`src/rtl/mul_pkg.sv`:
```
// Shared constants and state encoding for the iterative shift-add multiplier.
package mul_pkg;

  localparam int WIDTH = 32;
  localparam int STEPS = 32;
  localparam int CNT_W = 6;

  typedef enum logic [1:0] {
    S_IDLE = 2'd0,
    S_BUSY = 2'd1,
    S_DONE = 2'd2
  } state_t;

endpackage

```
`src/rtl/mul_shift_add_if.sv`:
```
// Operand and result valid/ready handshake bundle for mul_shift_add.
interface mul_shift_add_if;
  import mul_pkg::*;

  logic                 in_valid;
  logic                 in_ready;
  logic [WIDTH-1:0]     a;
  logic [WIDTH-1:0]     b;
  logic                 out_valid;
  logic                 out_ready;
  logic [2*WIDTH-1:0]   prod;

  modport master (
    output in_valid, a, b, out_ready,
    input  in_ready, out_valid, prod
  );

  modport slave (
    input  in_valid, a, b, out_ready,
    output in_ready, out_valid, prod
  );

endinterface

```
`src/rtl/mul_shift_add_adder.sv`:
```
// The shared ToyALU 32-bit ripple adder; the multiplier's only arithmetic resource.
module adder_32bit (
  input  logic [31:0] a,
  input  logic [31:0] b,
  input  logic        cin,
  output logic [31:0] sum,
  output logic        cout
);

  assign {cout, sum} = {1'b0, a} + {1'b0, b} + {32'h0000_0000, cin};

endmodule

```
`src/rtl/mul_shift_add.sv`:
```
// Iterative unsigned WIDTHxWIDTH multiplier: one add and one right shift per cycle
// through the external 32-bit adder, with valid/ready on operands and result.
module mul_shift_add #(
  parameter int WIDTH = mul_pkg::WIDTH,
  parameter int STEPS = mul_pkg::STEPS
) (
  input  logic           clk,
  input  logic           rst,
  mul_shift_add_if.slave bus
);
  import mul_pkg::*;

  state_t               r_state;
  state_t               w_state_nxt;
  logic [WIDTH-1:0]     r_mcand;
  logic [2*WIDTH-1:0]   r_p;
  logic [CNT_W-1:0]     r_cnt;
  logic [WIDTH-1:0]     w_addend;
  logic [WIDTH-1:0]     w_sum;
  logic                 w_cout;

  assign w_addend = r_p[0] ? r_mcand : {WIDTH{1'b0}};

  adder_32bit u_adder (
    .a    (r_p[2*WIDTH-1:WIDTH]),
    .b    (w_addend),
    .cin  (1'b0),
    .sum  (w_sum),
    .cout (w_cout)
  );

  // Next-state decode; the last step (cnt at STEPS-1) still executes before DONE.
  always_comb begin
    w_state_nxt = r_state;
    case (r_state)
      S_IDLE: begin
        if (bus.in_valid) w_state_nxt = S_BUSY;
        else              w_state_nxt = S_IDLE;
      end
      S_BUSY: begin
        if (r_cnt == CNT_W'(STEPS - 1)) w_state_nxt = S_DONE;
        else                            w_state_nxt = S_BUSY;
      end
      S_DONE: begin
        if (bus.out_ready) w_state_nxt = S_IDLE;
        else               w_state_nxt = S_DONE;
      end
      default: w_state_nxt = S_IDLE;
    endcase
  end

  // State and datapath registers; the carry re-enters P as its top bit on each shift.
  always_ff @(posedge clk) begin
    if (rst) begin
      r_state <= S_IDLE;
      r_mcand <= {WIDTH{1'b0}};
      r_p     <= {(2*WIDTH){1'b0}};
      r_cnt   <= {CNT_W{1'b0}};
    end else begin
      r_state <= w_state_nxt;
      case (r_state)
        S_IDLE: begin
          if (bus.in_valid) begin
            r_mcand <= bus.a;
            r_p     <= {{WIDTH{1'b0}}, bus.b};
            r_cnt   <= {CNT_W{1'b0}};
          end
        end
        S_BUSY: begin
          r_p   <= {w_cout, w_sum, r_p[WIDTH-1:1]};
          r_cnt <= r_cnt + CNT_W'(1);
        end
        S_DONE:  r_p <= r_p;
        default: r_p <= r_p;
      endcase
    end
  end

  assign bus.in_ready  = (r_state == S_IDLE);
  assign bus.out_valid = (r_state == S_DONE);
  assign bus.prod      = r_p;

endmodule

```
`src/flat_wrapper.sv`:
```
// flat-port wrapper written by rule: the top's interface ports become plain ports
module mul_shift_add_flat import mul_pkg::*;
#(
  parameter int WIDTH = mul_pkg::WIDTH,
  parameter int STEPS = mul_pkg::STEPS
)
  (clk, rst, bus_in_valid, bus_a, bus_b, bus_out_ready, bus_in_ready, bus_out_valid, bus_prod);
  mul_shift_add_if bus_i ();
  input  logic clk;
  input  logic rst;
  input wire logic [$bits(bus_i.in_valid)-1:0] bus_in_valid;
  input wire logic [$bits(bus_i.a)-1:0] bus_a;
  input wire logic [$bits(bus_i.b)-1:0] bus_b;
  input wire logic [$bits(bus_i.out_ready)-1:0] bus_out_ready;
  output wire logic [$bits(bus_i.in_ready)-1:0] bus_in_ready;
  output wire logic [$bits(bus_i.out_valid)-1:0] bus_out_valid;
  output wire logic [$bits(bus_i.prod)-1:0] bus_prod;
  assign bus_i.in_valid = bus_in_valid;
  assign bus_i.a = bus_a;
  assign bus_i.b = bus_b;
  assign bus_i.out_ready = bus_out_ready;
  assign bus_in_ready = bus_i.in_ready;
  assign bus_out_valid = bus_i.out_valid;
  assign bus_prod = bus_i.prod;
  mul_shift_add #(.WIDTH(WIDTH), .STEPS(STEPS)) u_core (.clk(clk), .rst(rst), .bus(bus_i));
endmodule
```
`config.mk`:
```
export PLATFORM = sky130hd
export DESIGN_NAME = mul_shift_add_flat
export DESIGN_NICKNAME = d
export VERILOG_FILES = /design/src/rtl/mul_pkg.sv /design/src/rtl/mul_shift_add_if.sv /design/src/rtl/mul_shift_add_adder.sv /design/src/rtl/mul_shift_add.sv /design/src/flat_wrapper.sv
export SDC_FILE = /design/constraint.sdc
export NUM_CORES = 1
export LEC_CHECK = 0
export ABC_AREA = 1
export CORE_ASPECT_RATIO = 1.75
export CORE_MARGIN = 2
export CORE_UTILIZATION = 57
export CTS_CLUSTER_DIAMETER = 80
export CTS_CLUSTER_SIZE = 24
export DETAILED_ROUTE_END_ITERATION = 7
export GPL_TIMING_DRIVEN = 0
export PLACE_DENSITY = 0.92
export SYNTH_ARGS = -nofsm -noshare
export SYNTH_HDL_FRONTEND = slang
export SYNTH_HIERARCHICAL = 1
export SYNTH_SLANG_ARGS = --single-unit
export TNS_END_PERCENT = 100
```
`constraint.sdc`:
```
create_clock -name clk -period 5.3 [get_ports clk]
set_input_delay 1.06 -clock clk [delete_from_list [all_inputs] [get_ports clk]]
set_output_delay 1.06 -clock clk [all_outputs]
set_load 0.05 [all_outputs]
```
# Word level (Yosys, flattened, before mapping)
# Cells that the tools add are included.
op_classes:
  add_sub_neg: 2
  eq_ne: 4
  n_mux: 9
  n_reduce_logical: 4
ops:
  columns: ["cell", "n"]
  rows:
  - ["one-hot mux 64 bit (2 select lines)", 1]
  - ["two-way mux 64 bit", 1]
  - ["adder 32 x 32 -> 33 bit", 1]
  - ["two-way mux 32 bit", 1]
  - ["one-hot mux 6 bit (2 select lines)", 1]
  - ["adder 6 x 1 -> 6 bit, second input constant", 1]
  - ["equality test 6 x 5 -> 1 bit, second input constant", 1]
  - ["two-way mux 6 bit", 1]
  - ["one-hot mux 2 bit (3 select lines)", 1]
  - ["two-way mux 2 bit", 2]
  - ["AND reduction 2 bit", 2]
  - ["equality test 2 x 1 -> 1 bit, second input constant", 1]
  - ["equality test 2 bit, second input constant", 1]
  - ["zero test 2 bit", 1]
  - ["!= test 2 bit, second input constant", 1]
  - ["nonzero test 2 bit", 1]
  - ["two-way mux 1 bit", 1]
word_totals:
  reg_bits: 104
  output_inout_bits: 66
  wordCells: 23

# Longest topological paths before layout
depth:
  word_depth: 3
  depth_mapped: 18

# Cells and area by module
# The synthesis kept the hierarchy.
modules_own_cells:
  columns: ["module", "n_inst", "cells_each", "area_each_um2", "seq_area_each_um2"]
  rows:
  - ["mul_shift_add", 1, 683, 4600.7, 2082.0]
  - ["adder_32bit", 1, 505, 2393.5, 0.0]

# Least setup slack after synthesis
# Ideal clock, no wire load.
synth_timing:
  kind: "flip-flop to flip-flop"
  start: "register u_core.r_p[0], in the netlist u_core/bus.prod[0]"
  end: "register u_core.r_p[59], in the netlist u_core/bus.prod[59]"
  setup_ps: 132
  arrival_time_ps: 2612
  required_ps: 5168
  path_slack_ps: 2556
  stages_incl_launch_ff: 19
  period_less_slack_ps: 2744
  path_cell_list: "dfxtp_1 > clkbuf_1 > clkbuf_1 > nand2_1 > inv_1 > fa_1 > fa_1 > nand3_1 > nand3_1 > nand2_1 > nand2_2 > nand2_1 > nand2_2 > nand2_1 > nand2_1 > nand2_1 > nand2_1 > nand2_1 > a21oi_1"
synth_between:
  elab_chain_cells: 3
synth_lines:
  columns: ["item", "line", "source"]
  rows:
  - ["start: declaration", "mul_shift_add.sv:16", "logic [2*WIDTH-1:0] r_p;"]
  - ["start signal: assignment", "mul_shift_add.sv:57", "r_p <= {(2*WIDTH){1'b0}};"]
  - ["start signal: assignment", "mul_shift_add.sv:65", "r_p <= {{WIDTH{1'b0}}, bus.b};"]
  - ["start signal: assignment", "mul_shift_add.sv:70", "r_p <= {w_cout, w_sum, r_p[WIDTH-1:1]};"]
  - ["two-way mux 32 bit", "mul_shift_add.sv:22", "assign w_addend = r_p[0] ? r_mcand : {WIDTH{1'b0}};"]
  - ["net u_core.w_addend[0]", "mul_shift_add.sv:18", "logic [WIDTH-1:0] w_addend;"]
  - ["adder 32 x 32 -> 33 bit", "mul_shift_add_adder.sv:10", "assign {cout, sum} = {1'b0, a} + {1'b0, b} + {32'h0000_0000, cin};"]
  - ["net u_core.w_sum[28]", "mul_shift_add.sv:19", "logic [WIDTH-1:0] w_sum;"]
  - ["one-hot mux 64 bit (2 select lines)", "mul_shift_add.sv:61", "case (r_state)"]
# The timed path passes the listed nets, and every way through them passes these cells.
# A chain may end at the register's enable or synchronous reset.

# Worst setup path in the final report
layout_timing:
  start: "register u_core.r_state[0]"
  end: "output port bus_in_ready"
layout_between:
  elab_chain_cells: 1
layout_lines:
  columns: ["item", "line", "source"]
  rows:
  - ["start: declaration", "mul_shift_add.sv:13", "state_t r_state;"]
  - ["start signal: assignment", "mul_shift_add.sv:60", "r_state <= w_state_nxt;"]
  - ["zero test 2 bit", "mul_shift_add.sv:79", "assign bus.in_ready = (r_state == S_IDLE);"]
  - ["end: declaration", "flat_wrapper.sv:15", "output wire logic [$bits(bus_i.in_ready)-1:0] bus_in_ready;"]
# Every way passes these cells.

==> results.toml <==
[clock_network]
cts_root_buf = "clkbuf_16"
post_cts_buffers = 0
worst_skew_pair.late_latency_ns = 0.36
cts_tree = "done"
cts_buffers = 9
hold_buffers = 0
cts_sinks = 104
cts_resized = 0
cts_max_level = 3
cts_max_path_buffers = 2
cts.clk_slew.worst_paths_ns = 0.08

[placed_design]
place_congestion = 0.984
pre_cts_slack_ns = 2.27
io_buffers = 131
hpwl_mm = 16.3
place_inst = 1484
place_area_mm2 = 0.00851

[sta]
period_share = 0.594
relSlewSlack = 0.620
drv_slew = 0
fmax_mhz = 317
skew_ns = 0.00941
fin_ws_ns = 2.15
rsz0062_at_grt = "no"
setup_viol = 0
setup_tns_ns = 0
hold_violations = 0
worst_pin_slew_ns = 0.569
fin_crit_ns = 3.15

[route]
first_iter_violations = 439
drc = 0
ant_nets = 0
wl_per_cell_um = 13.9
routed_wl_mm = 20.9
vias = 7675
vias_per_cell = 5.12
firstDrtPassIters = 7

[pwr]
power_frac_seq = 0.421
p_int_mw = 1.42
combPwrFrac = 0.211
p_clk_frac = 0.368
p_leak_nw = 4.85
switching_share = 0.309
p_per_area_mw_per_mm2 = 232
peakVddDrop_mv = 0.161
switching_power_mw = 0.635

[synth]
netlist_instances = 1188
synth_top_family_by_area = "simple AND/OR/NAND/NOR gates"
synth-adder-area-share = 0.0630
async_reset_ff_frac = 0
synth_area_leader_cell = "dfxtp_1"
synthFlopType = "dfxtp_1"
synth-seq-area-share = 0.298
yosys.area_share.simple = 0.343
synthesis.nets = 1290
synth-compound-area-share = 0.109
ys_types = 32
synth.mux.area_fraction = 0
yosys_warnings = 6
synthTopCellsByArea = "dfxtp_1 30%, nand2_1 20%, inv_1 14%"
synth_edf_count = 0
syn_area_mm2 = 0.00699
syn_area_per_cell_um2 = 5.89
yosys.area.top_type_share = 0.298
yosys.area_share.xor_xnor = 0.0188
ys_seq_elements = 104

[worst_hold_path]
hold_path_class = "reg -> reg"
hp-start = "u_core/bus.prod[54]"
holdPathStages = 2
hold-path-endpoint = "u_core/bus.prod[54]"

[grt]
track_usage = 0.317
grt_pass1_vias = 7191
overflow = 0
grt_pass1_wl_mm = 32.8
antenna_found_initial = 0
grt_max_degree = 20

[final_layout]
final_common_cell = "nand2_1"
multi_input_area_mm2 = 0.00373
ff_latch_area_mm2 = 0.00208
fin_nets = 1432
drive_above_1_share = 0.0427
fin_cells = 1500
fillers = 1013
antenna_cells = 0
final_util = 0.737
area_growth_pct = 26.5
design_area_mm2 = 0.00885
layout_common_cells = "372 x nand2_1, 253 x inv_1, 142 x nor2_1"

[setup_path]
worstPathArrival_ns = 2.09
endpoint_kind = "output port"
r2r_end = "u_core/bus.prod[59]"
cpPeakStageDelay_ns = 0.83
path_cells = "nor2_4 -> buf_2 -> clkdlybuf4s50_1"
worst_setup_path_start_kind = "register"
rr_startpoint = "u_core/bus.prod[0]"
r2r_cells = 18
critPathRequiredTime_ns = 4.24
cp_max_fo = 10
crit_type = "reg -> out"
cp_slowest_cell = "clkdlybuf4s50_1"
rrSetupSlack_ns = 2.19

[status]
outcome = "finished clean"

[floorplanning]
row_count = 53
start_util = 0.583
num_io_pins = 134
die_y_um = 151
core_mm2 = 0.0120
die-width_um = 87.7
die_area_mm2 = 0.0132

[run]
drv_cap = 0
[cells in the mapped netlist, types with 2 or more instances]
cell      number
nor2_2         3
nand2_1      372
nand3_1       64
nand4_1        3
buf_4          5
ha_1          32
a21oi_1       60
clkbuf_1      17
nor2_1       142
xor2_1        14
inv_2          3
nor3_1         5
buf_2         15
fa_1           2
dfxtp_1      104
clkbuf_2       3
o21ai_0       39
buf_6          2
nand2_2        7
o211ai_1      32
inv_1        253
[state kept, by name, indices dropped and copies added, names as in the netlist]
signal,count
u_core/r_mcand,32
u_core/r_cnt,6
u_core/bus.prod,64
u_core/r_state,2
[power by group through the flow]
stage | registers [mW] | clock network (mW) | logic [mW]
detailed placement | 0.881 | 0 | 0.429
global placement | 0.880 | 0 | 0.419
floorplan | 0.965 | 0 | 0.180
finish | 0.864 | 0.755 | 0.433
global route | 0.869 | 0.793 | 0.467
CTS | 0.863 | 0.767 | 0.431
[area by class of cell]
class | instances | share of cell area
buffer | 42 | 0.0242
clock buffer | 9 | 0.0254
clock inverter | 7 | 0.0127
inverter | 257 | 0.109
multi-input combinational | 785 | 0.422
sequential | 104 | 0.235
tap | 165 | 0.0233
timing repair buffer | 131 | 0.148
[worst max-delay path: cells and delay by family (launching register included)]
kind	cells	cell delay, ns
buffers and inverters	2	1.08
flip-flops	1	0.38
AND/OR/NAND/NOR	1	0.26
[metal layers]
| layer | share of wire | wire [µm] | track usage |
|---|---|---|---|
| met2 | 0.54 | 11300 | 0.603 |
| met4 | 0.057 | 1190 | 0.187 |
| met1 | 0.35 | 7240 | 0.300 |
| met5 | 0 | 0 | 0 |
| met3 | 0.058 | 1220 | 0.0636 |
[worst max-delay path by stage]
stage	from	endpoint	slack (ns)	cells past startpoint
6_report	u_core/r_state[0]	bus_in_ready	2.15	3
5_1_grt	u_core/bus.prod[0]	u_core/bus.prod[51]	2.03	17
4_1_cts	u_core/r_state[0]	bus_in_ready	2.15	3
3_5_place_dp	u_core/bus.prod[0]	u_core/bus.prod[59]	2.27	18
3_3_place_gp	u_core/bus.prod[0]	u_core/bus.prod[59]	2.29	18
2_1_floorplan	u_core/bus.prod[0]	u_core/bus.prod[59]	2.56	18
[kinds of logic (layout without fill, tap and decap cells)]
group | after synthesis | in the layout
simple gates | 601 | 601
buf+inv | 299 | 446
compound gates | 134 | 134
flops | 104 | 104
fa+ha+maj | 34 | 34
xor+xnor | 15 | 15
other cells | 1 | 1
[stage by stage]
stage	hold slack, ns	power (mW)
after floorplan	0.454	1.15
after global placement	0.463	1.30
after detailed placement	0.472	1.31
after CTS	0.486	2.06
after global routing	0.509	2.13
final	0.486	2.05
No activity file was read; power rests on OpenSTA's default activity.
